## src/rtl/logic_pkg.sv

```systemverilog
// Shared opcode constants and the bitwise logic function used by the pipeline
// and by anything that needs a reference model of it (widths up to FN_MAX_W).
package logic_pkg;

    localparam int unsigned FN_MAX_W = 64;

    localparam logic [2:0] OP_AND   = 3'd0;
    localparam logic [2:0] OP_OR    = 3'd1;
    localparam logic [2:0] OP_NOTA  = 3'd2;
    localparam logic [2:0] OP_XOR   = 3'd3;
    localparam logic [2:0] OP_NAND  = 3'd4;
    localparam logic [2:0] OP_NOR   = 3'd5;
    localparam logic [2:0] OP_XNOR  = 3'd6;
    localparam logic [2:0] OP_PASSB = 3'd7;

    // Operands are zero-extended by the caller; callers truncate the result
    // back to their own width, so the upper bits never matter.
    function automatic logic [FN_MAX_W-1:0] logic_fn(
        input logic [2:0]          op,
        input logic [FN_MAX_W-1:0] a,
        input logic [FN_MAX_W-1:0] b
    );
        logic [FN_MAX_W-1:0] r;
        case (op)
            OP_AND:   r = a & b;
            OP_OR:    r = a | b;
            OP_NOTA:  r = ~a;
            OP_XOR:   r = a ^ b;
            OP_NAND:  r = ~(a & b);
            OP_NOR:   r = ~(a | b);
            OP_XNOR:  r = ~(a ^ b);
            default:  r = b;
        endcase
        return r;
    endfunction

endpackage

```

## src/rtl/logic_flags.sv

```systemverilog
// Result flags derived from a WIDTH-bit value: all-zero, all-ones and
// XOR-reduction parity. Purely combinational.
module logic_flags #(
    parameter int WIDTH = 8
) (
    input  logic [WIDTH-1:0] y,
    output logic             zero,
    output logic             ones,
    output logic             parity
);

    assign zero   = (y == '0);
    assign ones   = &y;
    assign parity = ^y;

endmodule

```

## src/rtl/logic_unit_pipe.sv

```systemverilog
// Two-stage pipelined WIDTH-bit logic unit with an optional accumulator as
// operand A, valid/ready on both sides, result flags and a completion counter.
import logic_pkg::*;

module logic_unit_pipe #(
    parameter int WIDTH = 8,
    parameter int CNT_W = 16
) (
    input  logic             clk,
    input  logic             rst_n,
    input  logic             in_valid,
    output logic             in_ready,
    input  logic [WIDTH-1:0] a,
    input  logic [WIDTH-1:0] b,
    input  logic [2:0]       op,
    input  logic             acc_en,
    input  logic             acc_clr,
    output logic             out_valid,
    input  logic             out_ready,
    output logic [WIDTH-1:0] y,
    output logic             zero,
    output logic             ones,
    output logic             parity,
    output logic [CNT_W-1:0] done_cnt
);

    logic             s1_valid;
    logic [WIDTH-1:0] s1_r;
    logic             s2_valid;
    logic [WIDTH-1:0] acc;

    logic             accept;
    logic             s1_adv;
    logic             out_fire;
    logic [WIDTH-1:0] a_eff;
    logic [WIDTH-1:0] r_in;
    logic             f_zero;
    logic             f_ones;
    logic             f_parity;

    // Handshake: a beat transfers on a side when valid && ready are both high
    // at a rising edge. The sender holds its payload stable while
    // valid && !ready; on the output side this unit holds y and the flags.
    // A full pipe can still accept when the output drains in the same cycle.
    assign in_ready = rst_n && (!s1_valid || !s2_valid || out_ready);
    assign accept   = in_valid && in_ready;
    assign s1_adv   = s1_valid && (!s2_valid || out_ready);
    assign out_fire = s2_valid && out_ready;

    assign a_eff = acc_en ? acc : a;
    assign r_in  = WIDTH'(logic_fn(op, FN_MAX_W'(a_eff), FN_MAX_W'(b)));

    logic_flags #(
        .WIDTH(WIDTH)
    ) u_flags (
        .y      (s1_r),
        .zero   (f_zero),
        .ones   (f_ones),
        .parity (f_parity)
    );

    always_ff @(posedge clk) begin
        if (!rst_n) begin
            s1_valid <= 1'b0;
            s1_r     <= '0;
        end else if (accept) begin
            s1_valid <= 1'b1;
            s1_r     <= r_in;
        end else if (s1_adv) begin
            s1_valid <= 1'b0;
        end
    end

    always_ff @(posedge clk) begin
        if (!rst_n) begin
            s2_valid <= 1'b0;
            y        <= '0;
            zero     <= 1'b0;
            ones     <= 1'b0;
            parity   <= 1'b0;
        end else if (s1_adv) begin
            s2_valid <= 1'b1;
            y        <= s1_r;
            zero     <= f_zero;
            ones     <= f_ones;
            parity   <= f_parity;
        end else if (out_ready) begin
            s2_valid <= 1'b0;
        end
    end

    // The beat has already read the old acc through a_eff; clear still wins.
    always_ff @(posedge clk) begin
        if (!rst_n) begin
            acc <= '0;
        end else if (acc_clr) begin
            acc <= '0;
        end else if (accept && acc_en) begin
            acc <= r_in;
        end
    end

    always_ff @(posedge clk) begin
        if (!rst_n) begin
            done_cnt <= '0;
        end else if (out_fire) begin
            done_cnt <= done_cnt + CNT_W'(1);
        end
    end

    assign out_valid = s2_valid;

endmodule

```

## config.mk

```make
export PLATFORM = sky130hd
export DESIGN_NAME = logic_unit_pipe
export DESIGN_NICKNAME = d
export VERILOG_FILES = /design/src/rtl/logic_pkg.sv /design/src/rtl/logic_flags.sv /design/src/rtl/logic_unit_pipe.sv
export SDC_FILE = /design/constraint.sdc
export NUM_CORES = 1
export LEC_CHECK = 0
export BUFFER_PORTS_ARGS = -buffer_cell sky130_fd_sc_hd__buf_2
export CAP_MARGIN = 20
export CORE_ASPECT_RATIO = 1.1
export CORE_MARGIN = 2
export CORE_UTILIZATION = 25
export CTS_CLUSTER_DIAMETER = 100
export DETAILED_ROUTE_END_ITERATION = 7
export HOLD_SLACK_MARGIN = 0.06
export REMOVE_ABC_BUFFERS = 1
export SLEW_MARGIN = 20
export SYNTH_ARGS = -nofsm -noshare
export SYNTH_HDL_FRONTEND = slang
export SYNTH_SLANG_ARGS = --single-unit
export TNS_END_PERCENT = 50
```

## constraint.sdc

```tcl
create_clock -name clk -period 3.4 [get_ports clk]
set_clock_uncertainty 0.15 [all_clocks]
set_input_delay 0.85 -clock clk [delete_from_list [all_inputs] [get_ports clk]]
set_output_delay 0.85 -clock clk [all_outputs]
set_load 0.1 [all_outputs]
```

==> qor.csv <==
metric,value,unit
cell class contributing the biggest share of worst-path delay,buffers and inverters,
final std cells w/o fill,525,
total CTS buffers,5,
sum of buffers and inverters on the critical path,2,
average cell area after synthesis,8.60,um2
antenna-violating nets left,0,
overflow left after global routing,0,
total via count in the routed design,2414,
CP max-delay cell,sky130_fd_sc_hd__buf_2,
sequential element share of the synthesized area,31.6,%
cell depth of the worst hold path,1,
Synth Warn #,0,
crit end category,primary output,
ports placed on the boundary,54,
routed via count divided by cell count,4.60,
ratio of cells with drive above 1 in the final layout,20.4,%
weighted congestion reported at the end of routability-driven placement,0.755,
worst vdd ir,0.234,mV
Max Cap Violations,0,
number of flip-flops and latches in the synthesized netlist,45,
die footprint,12300,um2
cell area after synthesis,2860,um2
Horiz. Die Dim,106,um
worst-margin pin slew,511,ps
Core ar.,11000,um2
number of antenna violations at the first check in global routing,0,
run status,"complete, no violations",
placed cell count,517,
depth of the critical timing path with buffers and inverters included,4,
sequential cell area in the final layout,901,um2
initial standard-cell utilization of the core,25.9,%
number of buffers inserted by post-CTS setup repair,0,
"FFs w/ async S/R, synth",0,%
largest cells by area after synthesis,"sky130_fd_sc_hd__dfxtp_1 32%, sky130_fd_sc_hd__ha_1 11%, sky130_fd_sc_hd__nand2_1 5.0%",
Final #Nets,427,
required time at the endpoint of the critical path,2400,ps
Netlist cell types,53,
f_max,0.365,GHz
"Slew Viols, Final",0,
Chip Height,116,um
DP Area,3230,um2
sort of element at the start of the critical path,primary input,
cell type with the largest total area after synthesis,sky130_fd_sc_hd__dfxtp_1,
pre-CTS setup slack,511,ps
count of mapped cells out of synthesis,332,
number of rows in the core area,40,
post-CTS resize count,0,
quantity of hold-fixing buffers added after cts,0,
clock slew at the register clock pins of the worst setup and hold paths,60,ps
fillers,1183,
GRT Resource Usage Total,10.7,%
number of hold-slack violations in the final timing report,0,
fraction of synthesized cell area taken by the top area cell type,31.6,%
Max Fanout on Critical Path,6,
# DRC,0,
Post-Route WL,6400,um
number of port buffers,53,
worst hold path type,reg2reg,
Area Overhead vs Synth,17.8,%
R2R depth,8,
DR iter-0 viols,112,
half-perimeter wire length after detailed placement,4940,um
later-pin clock latency in the skew report,280,ps
RSZ-0062 raised after global routing,no,
cell breakdown of the critical path,buf_2 -> nand3b_1 -> and2_1 -> buf_2,
maximum level of the CTS H-tree,2,
slack of the critical path,661,ps
count of inserted antenna diode cells,0,
type of the worst setup path,in2out,
leakage power,1.51,nW
clk sinks,45,
total power per unit cell area,389,nW/um2
detailed-router iteration count before antenna repair,4,
CP peak stage delay,430,ps
TritonCTS clock tree,yes,
largest net degree at the start of global routing,40,
top cell types by occurrence after synthesis,"45 x sky130_fd_sc_hd__dfxtp_1, 38 x sky130_fd_sc_hd__nand2_1, 27 x sky130_fd_sc_hd__inv_1",
"EDFF count, synth",0,
post-route clock period utilization,80.6,%
multi-input gate area in the final layout,1760,um2
time the final worst path needs with I/O delays and setup,2740,ps
worst rel slew slack,66.2,%
Setup-failing EPs final,0,
post-route design area,3360,um2
worst-case clock buffer depth,2,
most prevalent standard cell on the critical path,sky130_fd_sc_hd__buf_2,
cell chosen for the clock root,sky130_fd_sc_hd__clkbuf_16,
drt wl/cell,12.2,um
first-pass GRT wire length,10800,um
Final TNS setup,0,ps
arrival time at the worst endpoint,1740,ps
vias in the first global route,2269,
leading register cell type out of synthesis,sky130_fd_sc_hd__dfxtp_1,
most common cell in the netlist,sky130_fd_sc_hd__dfxtp_1,
==> cell usage in the layout (no fill, tap or decap), types with 6 or more instances in the layout <==
master                      n
sky130_fd_sc_hd__buf_2     53
sky130_fd_sc_hd__dfxtp_1   45
sky130_fd_sc_hd__nand2_1   38
sky130_fd_sc_hd__inv_1     27
sky130_fd_sc_hd__ha_1      25
sky130_fd_sc_hd__o21ai_0   18
sky130_fd_sc_hd__xnor2_1   14
sky130_fd_sc_hd__and2_1    13
sky130_fd_sc_hd__nand3_1   13
sky130_fd_sc_hd__a21boi_0  13
sky130_fd_sc_hd__nor2_1    10
sky130_fd_sc_hd__xor2_1     8
sky130_fd_sc_hd__mux2_2     7
sky130_fd_sc_hd__and3_1     6
sky130_fd_sc_hd__a21oi_1    6
sky130_fd_sc_hd__nand4_1    6
sky130_fd_sc_hd__or3_1      6
==> worst register-to-register path, cell delays in order (launching register included) <==
cell                       delay [ps]
sky130_fd_sc_hd__dfxtp_1          310
sky130_fd_sc_hd__mux2_2           290
sky130_fd_sc_hd__inv_1             70
sky130_fd_sc_hd__ha_1             230
sky130_fd_sc_hd__mux2i_1          190
sky130_fd_sc_hd__o211ai_1         120
sky130_fd_sc_hd__a22oi_1          260
sky130_fd_sc_hd__nor2_1            70
sky130_fd_sc_hd__a22o_1           190
==> layer usage <==
metal  global-route usage (%)  wire length (um)
met1                     13.8              3150
met5                        0                 0
met2                     18.5              2890
met4                     2.11                47
met3                     2.19               313
==> final timing paths <==
kind	start	endpoint	slack (ps)
max	out_ready	in_ready	660
min	acc[3]$_SDFFE_PP0P_	acc[3]$_SDFFE_PP0P_	310
max reg2reg	acc[7]$_SDFFE_PP0P_	acc[7]$_SDFFE_PP0P_	1410
min reg2reg	acc[3]$_SDFFE_PP0P_	acc[3]$_SDFFE_PP0P_	310
==> logic make-up (layout without fill, tap and decap cells) <==
| logic type | Yosys count | after routing | share of synthesized area [%] |
|---|---|---|---|
| xor gates and xnor gates | 22 | 22 | 6.75 |
| and+or+nand+nor | 109 | 109 | 19.8 |
| adders and majority gates | 25 | 25 | 11.0 |
| muxes | 13 | 13 | 5.04 |
| AOI/OAI and AO/OA | 74 | 74 | 19.2 |
| buffers and inverters | 44 | 90 | 6.70 |
| DFF | 45 | 45 | 31.6 |
==> where the power goes <==
| part | internal [mW] | switching, mW |
|---|---|---|
| Sequential | 0.549 | 0.0179 |
| Combinational | 0.107 | 0.178 |
| Clock | 0.270 | 0.188 |
| Total | 0.925 | 0.384 |
==> metrics by stage <==
stage                     hold WS, ps  power, mW  utilization (%)
after floorplan                   277      0.783                -
after global placement            293      0.856             29.3
after detailed placement          298      0.866             29.3
after CTS                         312       1.32             30.6
after global routing              340       1.38             30.6
final                             308       1.31             30.6
==> sequential cells by signal, indices dropped and copies added, names as in the netlist <==
register	flops
ones	1
acc	8
zero	1
out_valid	1
s1_valid	1
parity	1
done_cnt	16
y	8
s1_r	8
==> cell type report <==
type,instances,area share [%]
Clock inverter,2,0.298
Multi-Input combinational cell,243,52.4
Inverter,28,3.12
Timing Repair Buffer,54,8.11
Clock buffer,6,3.83
Sequential cell,45,26.8
Tap cell,147,5.47
Power figures use the tool's default switching activity.
